[src/rtl/pot_pkg.sv]
// Shared command encodings, frame geometry and readback layout for the
// digital potentiometer wiper controller.
package pot_pkg;

  localparam int FRAME_BITS = 16;
  localparam int CNT_W      = 5;

  localparam logic [1:0] CMD_NOP = 2'b00;
  localparam logic [1:0] CMD_SET = 2'b01;
  localparam logic [1:0] CMD_INC = 2'b10;
  localparam logic [1:0] CMD_DEC = 2'b11;

  // Readback word: {busy, frame_err, 6'b0, wiper zero-extended to 8 bits}
  function automatic logic [FRAME_BITS-1:0] rb_frame(input logic       busy,
                                                     input logic       err,
                                                     input logic [7:0] code);
    return {busy, err, 6'b000000, code};
  endfunction

endpackage

[src/rtl/pot_spi_rx.sv]
// SPI mode-0 slave front end: pin synchronizers, edge detection, bit counter,
// command shifter and readback shifter.
module pot_spi_rx
  import pot_pkg::*;
(
  input  logic       clk,
  input  logic       rst,
  input  logic       i_sclk,
  input  logic       i_cs_n,
  input  logic       i_mosi,
  input  logic       i_rb_busy,
  input  logic       i_rb_err,
  input  logic [7:0] i_rb_code,
  output logic       o_miso,
  output logic       o_cmd_valid,
  output logic [1:0] o_cmd,
  output logic [7:0] o_data,
  output logic       o_frame_bad
);

  localparam logic [CNT_W-1:0] CNT_FULL = CNT_W'(FRAME_BITS);
  localparam logic [CNT_W-1:0] CNT_SAT  = CNT_W'(FRAME_BITS + 1);

  logic                  r_sclk_s1, r_sclk_s2, r_sclk_d;
  logic                  r_cs_s1, r_cs_s2, r_cs_d;
  logic                  r_mosi_s1, r_mosi_s2;
  logic [CNT_W-1:0]      r_cnt;
  logic [FRAME_BITS-1:0] r_rx_shift;
  logic [FRAME_BITS-1:0] r_tx_shift;
  logic                  r_cmd_valid;
  logic                  r_frame_bad;

  logic w_sclk_rise, w_sclk_fall, w_cs_fall, w_cs_rise;

  // sclk edges only count while the synchronized select is active
  assign w_sclk_rise = r_sclk_s2 & ~r_sclk_d & ~r_cs_s2;
  assign w_sclk_fall = ~r_sclk_s2 & r_sclk_d & ~r_cs_s2;
  assign w_cs_fall   = ~r_cs_s2 & r_cs_d;
  assign w_cs_rise   = r_cs_s2 & ~r_cs_d;

  always_ff @(posedge clk) begin
    if (rst) begin
      r_sclk_s1   <= 1'b0;
      r_sclk_s2   <= 1'b0;
      r_sclk_d    <= 1'b0;
      r_cs_s1     <= 1'b1;
      r_cs_s2     <= 1'b1;
      r_cs_d      <= 1'b1;
      r_mosi_s1   <= 1'b0;
      r_mosi_s2   <= 1'b0;
      r_cnt       <= '0;
      r_rx_shift  <= '0;
      r_tx_shift  <= '0;
      r_cmd_valid <= 1'b0;
      r_frame_bad <= 1'b0;
    end else begin
      r_sclk_s1   <= i_sclk;
      r_sclk_s2   <= r_sclk_s1;
      r_sclk_d    <= r_sclk_s2;
      r_cs_s1     <= i_cs_n;
      r_cs_s2     <= r_cs_s1;
      r_cs_d      <= r_cs_s2;
      r_mosi_s1   <= i_mosi;
      r_mosi_s2   <= r_mosi_s1;
      r_cmd_valid <= 1'b0;
      r_frame_bad <= 1'b0;
      if (w_cs_fall) begin
        r_cnt      <= '0;
        r_rx_shift <= '0;
        r_tx_shift <= rb_frame(i_rb_busy, i_rb_err, i_rb_code);
      end else if (w_cs_rise) begin
        if (r_cnt == CNT_FULL) r_cmd_valid <= 1'b1;
        else                   r_frame_bad <= 1'b1;
        r_cnt      <= '0;
        r_tx_shift <= '0;
      end else begin
        if (w_sclk_rise) begin
          r_rx_shift <= {r_rx_shift[FRAME_BITS-2:0], r_mosi_s2};
          if (r_cnt != CNT_SAT) r_cnt <= r_cnt + CNT_W'(1);
        end
        if (w_sclk_fall) r_tx_shift <= {r_tx_shift[FRAME_BITS-2:0], 1'b0};
      end
    end
  end

  // The rx shifter is frozen between cs_n rise and the next fall, so the
  // command fields stay stable while the commit pulse is high.
  assign o_miso      = r_tx_shift[FRAME_BITS-1];
  assign o_cmd       = r_rx_shift[FRAME_BITS-1:FRAME_BITS-2];
  assign o_data      = r_rx_shift[7:0];
  assign o_cmd_valid = r_cmd_valid;
  assign o_frame_bad = r_frame_bad;

endmodule

[src/rtl/pot_wiper_ctrl.sv]
// Wiper controller top: holds the target code, applies saturating INC/DEC and
// slews the wiper toward the target by one LSB every RAMP_DIV clocks.
module pot_wiper_ctrl
  import pot_pkg::*;
#(
  parameter int WIDTH      = 8,
  parameter int RAMP_DIV   = 16,
  parameter int RESET_CODE = 128
) (
  input  logic             clk,
  input  logic             rst,
  input  logic             sclk,
  input  logic             cs_n,
  input  logic             mosi,
  output logic             miso,
  output logic [WIDTH-1:0] wiper,
  output logic             busy,
  output logic             frame_err
);

  localparam int               DIV_W    = (RAMP_DIV > 1) ? $clog2(RAMP_DIV) : 1;
  localparam logic [DIV_W-1:0] DIV_LAST = DIV_W'(RAMP_DIV - 1);
  localparam logic [WIDTH-1:0] CODE_RST = WIDTH'(RESET_CODE);

  logic [WIDTH-1:0] r_target, r_wiper;
  logic [DIV_W-1:0] r_div;
  logic             r_busy, r_err;

  logic             w_cmd_valid, w_frame_bad;
  logic [1:0]       w_cmd;
  logic [7:0]       w_data;
  logic [WIDTH-1:0] w_operand, w_target_nxt, w_wiper_nxt;
  logic [DIV_W-1:0] w_div_nxt;

  function automatic logic [WIDTH-1:0] sat_add(input logic [WIDTH-1:0] a,
                                               input logic [WIDTH-1:0] b);
    logic [WIDTH:0] s;
    s = {1'b0, a} + {1'b0, b};
    return s[WIDTH] ? {WIDTH{1'b1}} : s[WIDTH-1:0];
  endfunction

  function automatic logic [WIDTH-1:0] sat_sub(input logic [WIDTH-1:0] a,
                                               input logic [WIDTH-1:0] b);
    logic [WIDTH:0] d;
    d = {1'b0, a} - {1'b0, b};
    return d[WIDTH] ? {WIDTH{1'b0}} : d[WIDTH-1:0];
  endfunction

  pot_spi_rx u_spi_rx (
    .clk        (clk),
    .rst        (rst),
    .i_sclk     (sclk),
    .i_cs_n     (cs_n),
    .i_mosi     (mosi),
    .i_rb_busy  (r_busy),
    .i_rb_err   (r_err),
    .i_rb_code  (8'(r_wiper)),
    .o_miso     (miso),
    .o_cmd_valid(w_cmd_valid),
    .o_cmd      (w_cmd),
    .o_data     (w_data),
    .o_frame_bad(w_frame_bad)
  );

  assign w_operand = w_data[WIDTH-1:0];

  // Ramp decisions use the registered target, so a same-cycle commit only
  // takes effect on the following step.
  always_comb begin
    w_target_nxt = r_target;
    if (w_cmd_valid) begin
      case (w_cmd)
        CMD_NOP: w_target_nxt = r_target;
        CMD_SET: w_target_nxt = w_operand;
        CMD_INC: w_target_nxt = sat_add(r_target, w_operand);
        CMD_DEC: w_target_nxt = sat_sub(r_target, w_operand);
        default: w_target_nxt = r_target;
      endcase
    end

    w_wiper_nxt = r_wiper;
    w_div_nxt   = '0;
    if (r_wiper != r_target) begin
      if (r_div == DIV_LAST) begin
        w_wiper_nxt = (r_wiper < r_target) ? r_wiper + WIDTH'(1) : r_wiper - WIDTH'(1);
      end else begin
        w_div_nxt = r_div + DIV_W'(1);
      end
    end
  end

  always_ff @(posedge clk) begin
    if (rst) begin
      r_target <= CODE_RST;
      r_wiper  <= CODE_RST;
      r_div    <= '0;
      r_busy   <= 1'b0;
      r_err    <= 1'b0;
    end else begin
      r_target <= w_target_nxt;
      r_wiper  <= w_wiper_nxt;
      r_div    <= w_div_nxt;
      r_busy   <= (w_wiper_nxt != w_target_nxt);
      if (w_cmd_valid)      r_err <= 1'b0;
      else if (w_frame_bad) r_err <= 1'b1;
    end
  end

  assign wiper     = r_wiper;
  assign busy      = r_busy;
  assign frame_err = r_err;

endmodule

[config.mk]
export PLATFORM = sky130hd
export DESIGN_NAME = pot_wiper_ctrl
export DESIGN_NICKNAME = d
export VERILOG_FILES = /design/src/rtl/pot_pkg.sv /design/src/rtl/pot_spi_rx.sv /design/src/rtl/pot_wiper_ctrl.sv
export SDC_FILE = /design/constraint.sdc
export NUM_CORES = 1
export LEC_CHECK = 0
export ABC_AREA = 1
export CAP_MARGIN = 10
export CORE_UTILIZATION = 55
export DETAILED_ROUTE_END_ITERATION = 6
export PLACE_DENSITY = 0.73
export SLEW_MARGIN = 20
export SYNTH_ARGS = -nofsm -noshare
export SYNTH_HDL_FRONTEND = slang
export SYNTH_SLANG_ARGS = --single-unit
[constraint.sdc]
create_clock -name clk -period 3.5 [get_ports clk]
set_input_delay 0.525 -clock clk [delete_from_list [all_inputs] [get_ports clk]]
set_output_delay 0.525 -clock clk [all_outputs]
set_load 0.01 [all_outputs]
==> results of run 1 <==
==> placed cells by master, fill, tap and decap left out, types with 4 or more instances in the layout <==
master	synthesis	routed
nand2_1	146	146
inv_1	89	89
dfxtp_1	69	69
nor2_1	68	68
a21oi_1	56	56
nand3_1	46	46
o21ai_0	44	44
ha_1	37	37
clkdlybuf4s50_1	0	15
clkbuf_8	0	9
nand4_1	7	7
inv_2	5	5
buf_4	3	5
nand3b_1	4	4
==> cells by family after synthesis <==
family | after synthesis | share of synthesized area (%)
DFF | 69 | 32.57
adders and majority gates | 40 | 12.33
xor gates and xnor gates | 5 | 1.033
AOI/OAI and AO/OA | 114 | 14.22
and+or+nand+nor | 292 | 29.88
buffers and inverters | 109 | 9.971
==> power by group <==
part | total [µW] | internal, µW | switching, µW
clock | 639 | 325 | 314
sequential | 808 | 800 | 7.87
combinational | 70.6 | 25.8 | 44.8
total | 1520 | 1150 | 367
==> worst max-delay path, delay by kind of cell (launching register included) <==
kind	cells	cell delay (ns)
AOI/OAI and AO/OA	1	0.24
and+or+nand+nor	15	1.18
DFF	1	0.50
buffers and inverters	4	0.36
adders and majority gates	2	0.70
==> synth_stat cells <==
cell and count:
nand2_1 146, inv_1 89, dfxtp_1 69, nor2_1 68, a21oi_1 56, nand3_1 46, o21ai_0 44, ha_1 37
clkbuf_1 10, nand4_1 7, inv_2 5, nand3b_1 4, a21oi_2 3, buf_4 3, fa_1 3, nand2_2 3
nor2_2 3, o21ai_1 3, xor2_1 3, nor3_1 2, nor3_2 2, nor3b_1 2, o21ai_2 2, o21bai_1 2
or2_0 2, or2_2 2, xnor2_1 2, a21o_1 1, a31oi_1 1, and3_1 1, clkinv_1 1, inv_4 1
nand2_4 1, nand3_4 1, nor2_4 1, o211ai_1 1, o21a_1 1, or2_1 1
==> metal layers <==
| layer | track usage, % | wire [µm] | up-vias | share of wire, % |
|---|---|---|---|---|
| li1 | - | - | 2049 | - |
| met1 | 30.59 | 4479 | 1737 | 47 |
| met2 | 41.15 | 4404 | 76 | 47 |
| met3 | 4.230 | 354 | 20 | 3.7 |
| met4 | 11.07 | 229 | 0 | 2.4 |
| met5 | 0 | 0 | - | 0 |
==> per-stage QoR <==
step	setup WS [ns]	util [%]	std cells	total power (µW)
final	0.3856	63.53	750	1517
after global routing	0.08833	63.53	750	1574
after CTS	0.4024	63.53	750	1534
after detailed placement	0.4205	60.97	735	896.3
after global placement	0.5580	60.97	735	894.1
after floorplan	0.7714	-	629	874.4
==> layout make-up <==
| class | count | area, µm² | area share (%) |
|---|---|---|---|
| Clock buffer | 9 | 123.9 | 2.646 |
| Clock inverter | 6 | 65.06 | 1.390 |
| Inverter | 96 | 362.8 | 7.750 |
| Multi-Input combinational cell | 451 | 2437 | 52.06 |
| Sequential cell | 69 | 1381 | 29.50 |
| Tap cell | 99 | 123.9 | 2.646 |
| Timing Repair Buffer | 20 | 187.7 | 4.009 |
==> worst max-delay path by stage <==
stage               endpoint  depth (start not counted)         from
detailed placement      busy                         22  r_target[1]
global route            busy                         23  r_target[1]
finish                  busy                         22  r_target[1]
floorplan               busy                         22  r_target[1]
global placement        busy                         22  r_target[1]
CTS                     busy                         22  r_target[1]
==> sequential cells by signal, summed over array words and instances (netlist names), 4 cells and up <==
signal               cells
u_spi_rx.r_rx_shift     16
r_target                 8
u_spi_rx.r_cnt           5
wiper                    8
u_spi_rx.r_tx_shift     16
r_div                    4
==> impl_metrics.csv, run 1 <==
group,metric,value,unit
timing,fmax,0.3211,GHz
cts,clk_latency,0.36,ns
timing,rsz0062_at_grt,"no",
timing,slew_viol_final,0,
drt,wire_per_inst,12.62,µm
cts,cts.sinks,69,
grt,track_usage,24.47,%
worst_setup_path,end_kind,"register",
job,maxCapViolCount,0,
pwr,leakage,0.002262,µW
floorplanning,ios,16,
worst_setup_path,reg2reg_to,"busy",
drt,postRouteAntennaNets,0,
cts,tritoncts,"built",
timing,finalSetupViolCount,0,
floorplanning,core_area,7370,µm²
synthesis,netlist_area,4242,µm²
synthesis,ys_ff_latch,69,
grt,grt-ovfl-total,0,
timing,finClkSkew,0.01090,ns
timing,tightest_slew,0.5247,ns
worst_setup_path,cp_cell_sequence,"inv_1, ha_1, nand2_1, nand2_1, nand2_1, nand2_1, nand2_1, nand2_1, inv_1, fa_1, inv_1, nand3_1, nand3b_1, nand2_1, o21ai_0, inv_1, nand3_1, nand3_1, nor2_1, nand2_1, nor2_1, nor2_1",
placed_design,place_congestion,0.8696,
worst_setup_path,rrSetupSlack,0.39,ns
layout,fillers,670,
worst_setup_path,start_kind,"register",
synthesis,syn_area_per_cell,6.743,µm²
layout,stdcell_area,4682,µm²
cts,ctsRootBufferMaster,"clkbuf_8",
worst_hold_path,holdPathStages,2,
grt,grt_start_max_net_pins,25,
floorplanning,initial_utilization,57.56,%
worst_setup_path,r2r_start,"r_target[1]",
cts,post_cts_buffers,0,
timing,finalHoldViolCount,0,
floorplanning,die_w,89.82,µm
timing,setup_tns,0,ns
synthesis,syn-num-nets,674,
layout,n_antenna_cell,0,
placed_design,numPortBuffers,15,
cts,htree_num_levels,3,
drt,avgViaCountPerCell,5.176,
worst_hold_path,worstHoldPathType,"reg -> reg",
synthesis,synth_cell_types,38,
drt,first_pass_iters,4,
cts,holdBufCountCts,0,
grt,grt_pass1_wl,15940,µm
grt,grt_pass1_vias,3563,
floorplanning,die_area,8067,µm²
cts,cts_resized,0,
synthesis,syn_inst,629,
timing,hold_ws,0.4067,ns
synthesis,ys_top_cells_by_area,"dfxtp_1 (33%), nand2_1 (13%), ha_1 (11%), inv_1 (7.9%), a21oi_1 (6.6%)",
floorplanning,fp.dieH,89.82,µm
timing,slew_headroom,64.83,%
synthesis,synth_top_area_share,32.57,%
synthesis,synth_warnings,0,
synthesis,synth_top_cell_by_area,"dfxtp_1",
status,outcome,"finished, final reports clean",
drt,drt_iter0_drc,235,
timing,min_period,3.114,ns
placed_design,dpl.hpwl,7196,µm
worst_hold_path,min_from,"u_spi_rx.r_sclk_s1",
drt,drc,0,
timing,layout_worst_path_cycle_share,88.98,%
placed_design,placed_cell_area,4493,µm²
grt,antenna_found_initial,0,
pwr,p_per_area,324.0,nW/µm²
drt,wl,9468,µm
layout,nets,692,
worst_setup_path,reg2reg_depth,22,
cts,path_clk_slew,0.08,ns
worst_setup_path,cpMostUsedCell,"nand2_1",
worst_setup_path,crit_fanout,9,
layout,drive_above_1_share,6.759,%
worst_setup_path,cp.arrival,3.35,ns
drt,vias,3882,
worst_setup_path,cpPeakStageDelay,0.50,ns
cts,cts_inserted_buffers,9,
layout,areaGrowthSynthToFinish,10.38,%
worst_setup_path,cp_slowest_cell,"dfxtp_1",
floorplanning,core.rowCount,31,
worst_hold_path,whs_endpoint,"u_spi_rx.r_sclk_s2",
worst_setup_path,worstSetupPathType,"reg -> reg",
pwr,vdd_drop_max,0.2624,mV
cts,clock_path_buffers,2,
worst_setup_path,worstPathRequired,3.74,ns
synthesis,yosysSeqAreaShare,32.57,%
Note: power is estimated with default switching activity, not from simulation.
==> run 2: changes to the inputs <==
--- a/config.mk
+++ b/config.mk
@@ -9,7 +9,7 @@
 export CAP_MARGIN = 10
 export CORE_UTILIZATION = 55
 export DETAILED_ROUTE_END_ITERATION = 6
-export PLACE_DENSITY = 0.73
+export PLACE_DENSITY = 0.76
 export SLEW_MARGIN = 20
 export SYNTH_ARGS = -nofsm -noshare
 export SYNTH_HDL_FRONTEND = slang
==> constraint.sdc (replaced) <==
create_clock -name clk -period 2.75 [get_ports clk]
set_input_delay 0.4125 -clock clk [delete_from_list [all_inputs] [get_ports clk]]
set_output_delay 0.4125 -clock clk [all_outputs]
set_load 0.01 [all_outputs]
==> run 2 against run 1 <==
Effect of this change: routed wire length up 6.4%; highest routed layer unchanged; clock skew up 0.0012 ns; design area up 9.3%; maximum frequency up 15%; count of clock-buffer cells in the layout unchanged; sequential cell count unchanged; register-to-register slack worse by 0.35 ns; combinational power up 28%; critical path depth down 2; non-clock buffer count up 17; sequential power up 27%; utilization up 5.9 points.
==> impl_metrics.csv, run 2 (synthesis gave the netlist of run 1 again) <==
group,metric,value,unit
drt,drt_iter0_drc,180,
timing,finalHoldViolCount,0,
timing,slew_headroom,62.23,%
layout,multiInputGateArea,2678,µm²
pwr,combPwrFrac,4.3,%
floorplanning,ios,16,
grt,grt_pass1_wl,16560,µm
grt,track_usage,24.95,%
timing,finalWorstSetupSlack,0.03874,ns
timing,slew_viol_final,0,
placed_design,place_congestion,0.8732,
drt,first_pass_iters,4,
floorplanning,fp.dieH,89.82,µm
worst_setup_path,r2r_start,"wiper[3]",
layout,top_regs,"u_spi_rx.r_rx_shift: 16 flops, u_spi_rx.r_tx_shift: 16 flops",
floorplanning,die_area,8067,µm²
cts,cts.sinks,69,
timing,finClkSkew,0.01208,ns
layout,register_area,1395,µm²
timing,fmax,0.3688,GHz
grt,grt-ovfl-total,0,
pwr,clkPwrFrac,47.1,%
layout,areaGrowthSynthToFinish,20.65,%
drt,avgViaCountPerCell,5.274,
worst_setup_path,reg2reg_to,"busy",
timing,setup_tns,0,ns
timing,tightest_slew,0.5635,ns
placed_design,dp_slack,-0.1338,ns
worst_hold_path,worstHoldPathType,"reg -> reg",
floorplanning,initial_utilization,57.56,%
cts,cts_inserted_buffers,9,
pwr,p_per_area,412.7,nW/µm²
worst_setup_path,end_kind,"register",
worst_setup_path,worstSetupStartpoint,"wiper[3]",
cts,ctsRootBufferMaster,"clkbuf_8",
worst_setup_path,cp.arrival,2.94,ns
cts,clk_latency,0.35,ns
timing,rsz0062_at_grt,"yes",
pwr,switchingPower,462.9,µW
worst_setup_path,crit_fanout,5,
placed_design,dp.cells,749,
grt,grt_start_max_net_pins,24,
layout,n_antenna_cell,0,
timing,min_period,2.711,ns
grt,antenna_found_initial,0,
pwr,seq_power_share,48.6,%
grt,grt_pass1_vias,3822,
worst_setup_path,start_kind,"register",
floorplanning,core_area,7370,µm²
layout,final_cells,767,
worst_setup_path,worstPathRequired,2.98,ns
placed_design,dpl.hpwl,7120,µm
drt,drc,0,
cts,htree_num_levels,3,
drt,wl_met1,4574,µm
cts,holdBufCountCts,0,
drt,vias,4045,
floorplanning,die_w,89.82,µm
floorplanning,core.rowCount,31,
timing,hold_ws,0.4081,ns
drt,postRouteAntennaNets,0,
timing,finalSetupViolCount,0,
layout,final_cell_mix,"nand2_1 (134), inv_1 (77), nor2_1 (65), dfxtp_1 (58), a21oi_1 (53)",
drt,wire_per_inst,13.14,µm
drt,wl_met3,304,µm
placed_design,numPortBuffers,15,
layout,drive_above_1_share,17.81,%
status,outcome,"finished, final reports clean",
pwr,vdd_drop_max,0.4856,mV
layout,final_common_cell,"nand2_1",
pwr,sw_frac_of_total,21.92,%
drt,wl,10080,µm
drt,wl_met2,4957,µm
job,maxCapViolCount,0,
cts,clock_path_buffers,2,
cts,path_clk_slew,0.08,ns
worst_hold_path,holdPathStages,2,
worst_setup_path,reg2reg_depth,20,
worst_hold_path,min_from,"u_spi_rx.r_mosi_s1",
worst_setup_path,rrSetupSlack,0.04,ns
cts,tritoncts,"built",
worst_setup_path,worstSetupPathType,"reg -> reg",
pwr,leakage,0.002403,µW
layout,nets,709,
worst_hold_path,whs_endpoint,"u_spi_rx.r_mosi_s2",
timing,layout_worst_path_cycle_share,98.59,%
drt,top_layer,"met4",
pwr,power_report.internal_total,1649,µW
layout,fillers,602,
run 2: final cells by class:
class / instances / area share [%]
clock buffers: 9 / 2.421
clock inverters: 6 / 2.176
inverters: 96 / 7.090
multi-input cells: 451 / 52.32
flip-flops and latches: 69 / 27.26
well taps: 99 / 2.421
repair buffers: 37 / 6.308
run 2: what timing repair did:
| action | CTS | global route |
|---|---|---|
| pin swaps | 2 | 20 |
| gates resized for setup | 11 | 56 |
| hold endpoints to repair | 0 | 0 |
| gates cloned | 0 | 0 |
| endpoints found under the setup margin | 1 | 2 |
| setup buffers | 0 | 3 |
run 2: power by group through the flow:
stage               Sequential, µW  Combinational [µW]  Clock (µW)
floorplan                     1050                64.2           0
global placement              1050                86.5           0
detailed placement            1050                89.1           0
CTS                           1030                90.3        1010
global route                  1030                 103        1050
finish                        1030                90.6         994
run 2: critical path, cell delays in order, from the launching register on:
cell	delay, ns
dfxtp_1	0.38
ha_4	0.23
a21oi_1	0.18
nand2_2	0.09
nand2_2	0.10
nand2_4	0.09
buf_8	0.16
ha_4	0.30
nand2_2	0.10
nor2_4	0.15
nand2_1	0.08
nand3_1	0.10
nand2_2	0.08
nand3_1	0.09
nand2_1	0.06
nand2_2	0.07
nand3_1	0.07
nand2_1	0.09
nand2_1	0.05
nor2_1	0.08
nor2_1	0.04
run 2: how the worst max path moves through the flow:
stage	endpoint	slack (ns)	cells past startpoint
floorplan	busy	0.02	22
global placement	busy	-0.05	22
detailed placement	busy	-0.13	19
CTS	busy	0.004	22
global route	busy	-0.12	20
finish	busy	0.04	20
run 2: metrics by stage:
step / util [%] / total power (µW) / cell area, µm²
finish: 69.44 / 2112 / 5117
global route: 69.44 / 2181 / 5117
floorplan: - / 1113 / 4242
CTS: 66.66 / 2124 / 4912
global placement: 62.39 / 1136 / 4598
detailed placement: 62.39 / 1140 / 4598
run 2: layer usage:
| layer | global-route usage, % | vias to the layer above |
|---|---|---|
| li1 | - | 2081 |
| met1 | 30.24 | 1880 |
| met2 | 43.91 | 63 |
| met3 | 3.892 | 21 |
| met4 | 10.25 | 0 |
| met5 | 0 | - |
